===== src/rtl/piso_serializer.sv =====
// ---------------------------------------------------------------------------
// piso_serializer
//   Parallel-in / serial-out transmitter. Accepts words over a valid/ready
//   handshake into a one-word holding register and shifts each word out
//   LSB-first on `so`. A held word is moved into the shifter on the same edge
//   the previous word's last bit retires, so consecutive words leave without
//   a gap and a downstream WIDTH-bit shift register sees each word intact.
//
// Ports
//   clk          clock, rising-edge
//   rst          asynchronous, active-high reset
//   load_valid   upstream offers load_data
//   load_data    [WIDTH] word to transmit
//   load_ready   holding register is empty (depends on state only)
//   so           registered serial data
//   so_valid     so carries a data bit this cycle
//   frame_start  so carries bit 0 of a word this cycle
//   busy         shifter active or holding register full
// ---------------------------------------------------------------------------
module piso_serializer #(
    parameter int WIDTH = 4
) (
    input  logic             clk,
    input  logic             rst,
    input  logic             load_valid,
    input  logic [WIDTH-1:0] load_data,
    output logic             load_ready,
    output logic             so,
    output logic             so_valid,
    output logic             frame_start,
    output logic             busy
);

    localparam int CW = (WIDTH > 1) ? $clog2(WIDTH) : 1;
    localparam logic [CW-1:0] LAST = CW'(WIDTH - 1);

    typedef enum logic {
        IDLE  = 1'b0,
        SHIFT = 1'b1
    } state_t;

    state_t           state_r;
    logic [WIDTH-1:0] hold_r;
    logic             hold_full_r;
    logic [WIDTH-1:0] sr_r;
    logic [CW-1:0]    cnt_r;
    logic             so_r;
    logic             so_valid_r;
    logic             frame_start_r;

    logic             accept_s;
    logic             xfer_s;
    logic [CW-1:0]    cnt_inc_s;

    // Accept and transfer are mutually exclusive: one needs an empty hold,
    // the other a full one.
    assign accept_s  = load_valid && !hold_full_r;
    assign xfer_s    = hold_full_r && ((state_r == IDLE) || (cnt_r == LAST));
    assign cnt_inc_s = cnt_r + CW'(1);

    assign load_ready  = !hold_full_r;
    assign busy        = (state_r == SHIFT) || hold_full_r;
    assign so          = so_r;
    assign so_valid    = so_valid_r;
    assign frame_start = frame_start_r;

    // Holding register, shifter and serial output state machine.
    always_ff @(posedge clk or posedge rst) begin
        if (rst) begin
            state_r       <= IDLE;
            hold_r        <= '0;
            hold_full_r   <= 1'b0;
            sr_r          <= '0;
            cnt_r         <= '0;
            so_r          <= 1'b0;
            so_valid_r    <= 1'b0;
            frame_start_r <= 1'b0;
        end else begin
            if (xfer_s) begin
                hold_full_r <= 1'b0;
            end else if (accept_s) begin
                hold_r      <= load_data;
                hold_full_r <= 1'b1;
            end else begin
                hold_full_r <= hold_full_r;
            end

            if (xfer_s) begin
                // New word enters the shifter; bit 0 goes straight to so.
                state_r       <= SHIFT;
                sr_r          <= hold_r;
                cnt_r         <= '0;
                so_r          <= hold_r[0];
                so_valid_r    <= 1'b1;
                frame_start_r <= 1'b1;
            end else begin
                case (state_r)
                    IDLE: begin
                        so_r          <= 1'b0;
                        so_valid_r    <= 1'b0;
                        frame_start_r <= 1'b0;
                    end
                    SHIFT: begin
                        if (cnt_r != LAST) begin
                            cnt_r         <= cnt_inc_s;
                            so_r          <= sr_r[cnt_inc_s];
                            so_valid_r    <= 1'b1;
                            frame_start_r <= 1'b0;
                        end else begin
                            // Last bit retired with nothing held: go quiet.
                            state_r       <= IDLE;
                            so_r          <= 1'b0;
                            so_valid_r    <= 1'b0;
                            frame_start_r <= 1'b0;
                        end
                    end
                    default: begin
                        state_r       <= IDLE;
                        so_r          <= 1'b0;
                        so_valid_r    <= 1'b0;
                        frame_start_r <= 1'b0;
                    end
                endcase
            end
        end
    end

endmodule


===== config.mk =====
export PLATFORM = sky130hd
export DESIGN_NAME = piso_serializer
export DESIGN_NICKNAME = d
export VERILOG_FILES = /design/src/rtl/piso_serializer.sv
export SDC_FILE = /design/constraint.sdc
export NUM_CORES = 1
export LEC_CHECK = 0
export CAP_MARGIN = 20
export CORE_AREA = 5 5 42 44
export DETAILED_ROUTE_END_ITERATION = 8
export DIE_AREA = 0 0 47 49
export PLACE_DENSITY = 0.7
export RECOVER_POWER = 25
export SYNTH_ARGS = -nofsm -noshare
export SYNTH_HDL_FRONTEND = slang
export SYNTH_SLANG_ARGS = --single-unit

===== constraint.sdc =====
create_clock -name clk -period 4.6 [get_ports clk]
set_clock_uncertainty 0.1 [all_clocks]
set_input_delay 1.15 -clock clk [delete_from_list [all_inputs] [get_ports clk]]
set_output_delay 1.15 -clock clk [all_outputs]
set_load 0.05 [all_outputs]

== Word-level counts from Yosys, hierarchy flattened ==
Cells that the tools add are included.

* Register bits after elaboration: 15
* Bits in latches: 0
* Bits in writable memories: 0
* Bits in read-only memories: 0
* Logic and storage cells: 40
* Memories: 0

* Add/sub/neg operators: 1
* Multipliers: 0
* Div/mod/pow operators: 0
* Magnitude comparators: 1
* Equality and inequality tests: 2
* Shift-type cells: 0
* Mux-type cells: 16
* Bitwise gates (word level): 2
* Reduce and logical (&&, ||, !) cells: 10

{| class="wikitable"
|+ Operator list
! kind !! number
|-
| $mux 1 || 10
|-
| $mux 2 || 3
|-
| $reduce_bool 2->1 || 3
|-
| $pmux 1 s2 || 2
|-
| $reduce_and 2->1 || 2
|-
| $lt 2x3->1 const B || 1
|-
| $add 2x1->2 const B || 1
|-
| $bmux 1 s2 || 1
|-
| $eq 2x2->1 const B || 1
|-
| $logic_and 1x1->1 || 2
|-
| $logic_or 1x1->1 || 2
|-
| $ne 2x2->1 const B || 1
|-
| $not 1->1 || 2
|-
| $logic_not 1->1 || 1
|}

== Logic depth before layout (Yosys ltp) ==
* Depth after elaboration: 6
* Mapped depth: 5
* Gate-level depth less buffers: 5

== Worst setup path before layout ==
No wires, ideal clock.

* Kind: reg-to-output
* Start: register so_valid (netlist name)
* End: output busy
* Arrival time: 1.035 ns
* Path slack: 2.315 ns
* Stages on the path, launching flop included: 2
* Cells stage by stage: dfrtp_1 > or2_2

{| class="wikitable"
|+ RTL lines
! item !! line !! text
|-
| end, declared || 31 || <nowiki>output logic busy</nowiki>
|}

== Worst setup path after layout ==
* Start: register hold_full_r
* End: output busy

* Longest elaborated chain between the ends: 1

{| class="wikitable"
|+ RTL lines
! item !! line !! text
|-
| start, declared || 44 || <nowiki>logic hold_full_r;</nowiki>
|-
| start signal, assigned || 85 || <nowiki>hold_full_r <= hold_full_r;</nowiki>
|-
| $logic_or 1x1->1 || 62 || <nowiki>assign busy = (state_r == SHIFT) || hold_full_r;</nowiki>
|}

No other way between the ends.

==> impl_metrics.env <==
export IMPL_status="finished, final reports clean"
export IMPL_p_comb_frac=0.455
export IMPL_worstSetupPathType="reg2out"
export IMPL_worst_path_max_fanout=6
export IMPL_ys_flop_type="dfrtp_1"
export IMPL_setup_viol=0
export IMPL_synth_top_area_cell="dfrtp_1"
export IMPL_grt_max_degree=15
export IMPL_die_width_um=47
export IMPL_yosys_warnings=0
export IMPL_synth_seq_area_share=0.605
export IMPL_ant_nets=0
export IMPL_finalCritPeriodShare=0.640
export IMPL_gp_congestion=0.664
export IMPL_synth_avg_cell_area_sq_um=13.8
export IMPL_cts_sinks=14
export IMPL_synth_common_cells="14 x dfrtp_1, 7 x mux2_2, 4 x nor2_1, 3 x inv_1"
export IMPL_post_cts_setup_buffers=0
export IMPL_end_kind="output port"
export IMPL_p_seq_frac=0.418
export IMPL_antenna_cells=0
export IMPL_dieArea_sq_um=2300
export IMPL_synth_distinct_cells=16
export IMPL_grt_pass1_wl_um=1580
export IMPL_hpwl_um=696
export IMPL_cts_buffer_depth=2
export IMPL_intPower_w=0.000333
export IMPL_p_clk_frac=0.127
export IMPL_syn_num_nets=51
export IMPL_p_switching_w=0.000191
export IMPL_grt_pass1_vias=369
export IMPL_drc=0
export IMPL_drv_slew=0
export IMPL_dr_pass1_iters=2
export IMPL_antenna_found_initial=0
export IMPL_synthCells=42
export IMPL_htreeDepth=1
export IMPL_finish_net_count=67
export IMPL_postSynth_asyncResetShare=1.00
export IMPL_numPortBuffers=11
export IMPL_ys_ff_latch=14
export IMPL_max_freq_mhz=340
export IMPL_routed_wl_um=896
export IMPL_start_kind="register"
export IMPL_peakVddDrop_mv=0.321
export IMPL_synth_edf_count=0
export IMPL_numCtsBuffers=3
export IMPL_synth_top_area_frac=0.605
export IMPL_worstMarginPinSlew_ns=0.528
export IMPL_syn_area_sq_um=579
export IMPL_overflow=0
export IMPL_setup_slack_ns=1.66
export IMPL_num_vias=348
export IMPL_clk_latency_ns=0.27
export IMPL_p_per_area_nw_per_um2=718
export IMPL_die_h_um=49
export IMPL_row_count=14
export IMPL_core_area_sq_um=1400
export IMPL_clkTransAtPathRegs_ns=0.08
export IMPL_wl_per_cell_um=12.4
export IMPL_required_ns=3.35
export IMPL_hold_buffers=0
export IMPL_hold_path_class="reg2reg"
export IMPL_p_sw_frac=0.364
export IMPL_drive_gt1_frac=0.214
export IMPL_pre_cts_ws_ns=1.93
export IMPL_max_cap_violations=0
export IMPL_rsz0062_at_grt="false"
export IMPL_whs_ns=0.383
export IMPL_grt_usage=0.0981
export IMPL_ioPinCount=12
export IMPL_drt_iter0_drc=2
export IMPL_p_leak_nw=0.342
export IMPL_clockRootBuffer="clkbuf_4"
export IMPL_relSlewSlack=0.647
export IMPL_hold_viol=0
export IMPL_cts_tree="yes"
export IMPL_cts_resized=0
export IMPL_fin_setup_tns_ns=0
export IMPL_vias_per_cell=4.83
export IMPL_cp_data_arrival_time_ns=1.69
export IMPL_initial_utilization=0.413
export IMPL_syn_to_final_growth_pct=25.9
export IMPL_synth_area_leaders="dfrtp_1 60%, mux2_2 14%, ha_1 4.3%"
export IMPL_synth_most_common_cell="dfrtp_1"
export IMPL_period_needed_ns=2.94
cells in the final DEF, fill, tap and decap left out, drive strengths merged:
cell type	count
mux2i	1
xnor2	1
a21o	1
clkdlybuf4s50	11
mux4	1
a31o	1
ha	2
inv	3
or2	1
dfrtp	14
clkbuf	3
and3	1
nor2	4
mux2	7
nand2	2
nand2b	1
nor2b	2
routing by layer:
metal	up-vias	GRT usage	part of all wire
li1	172	-	-
met3	2	0.0369	0.071
met5	-	0	0
met1	165	0.118	0.44
met4	0	0.0553	0.010
met2	9	0.145	0.48
worst max-delay path: stages, from the launching register on:
cell	delay, ns
dfrtp_1	0.42
or2_2	0.30
clkdlybuf4s50_1	0.70
layout make-up:
class                   count  area, sq um
fillers                   143          672
repair buffers             11          110
well taps                  16         20.0
multi-input cells          25          215
flip-flops and latches     14          350
clock buffers               3         22.5
inverters                   3         11.3
state kept, by name, summed over array words and instances (netlist names):
register     flops
hold_r           4
sr_r             4
cnt_r            2
frame_start      1
hold_full_r      1
so               1
so_valid         1
power by group through the flow:
stage               sequential [W]   clock, W  combinational, W
global route              0.000226  0.0000743          0.000262
detailed placement        0.000223          0          0.000245
floorplan                 0.000243          0          0.000160
global placement          0.000220          0          0.000239
CTS                       0.000220  0.0000689          0.000246
finish                    0.000219  0.0000664          0.000239
path summary, 6_finish.rpt:
check                                        start  slack [ns]              endpoint  cells after the start
max                        hold_full_r$_DFFE_PP0P_        1.66                  busy                      2
max reg2reg                   cnt_r[0]$_DFFE_PP0P_        2.98   sr_r[3]$_DFFE_PP0P_                      5
max in group asynchronous                      rst        2.94  cnt_r[0]$_DFFE_PP0P_                      2
min in group asynchronous                      rst        1.11   sr_r[0]$_DFFE_PP0P_                      2
min                            sr_r[0]$_DFFE_PP0P_        0.38   sr_r[0]$_DFFE_PP0P_                      1
min reg2reg                    sr_r[0]$_DFFE_PP0P_        0.38   sr_r[0]$_DFFE_PP0P_                      1
through the flow:
stage          cell area (sq um)  utilization  total power (W)  std cells
5_1_grt                      729        0.521         0.000562         72
3_5_place_dp                 709        0.506         0.000468         69
6_report                     729        0.521         0.000524         72
4_1_cts                      732        0.522         0.000535         72
2_1_floorplan                579            -         0.000403         42
3_3_place_gp                 709        0.506         0.000460         69
kinds of logic after synthesis:
logic type                 Yosys count  share of synthesized area
and+or+nand+nor                     11                     0.0972
adders and majority gates            2                     0.0432
buffers and inverters                3                     0.0194
muxes                                9                      0.192
DFF                                 14                      0.605
AOI/OAI and AO/OA                    2                     0.0281
xor gates and xnor gates             1                     0.0151
(Power assumes the default switching activity.)
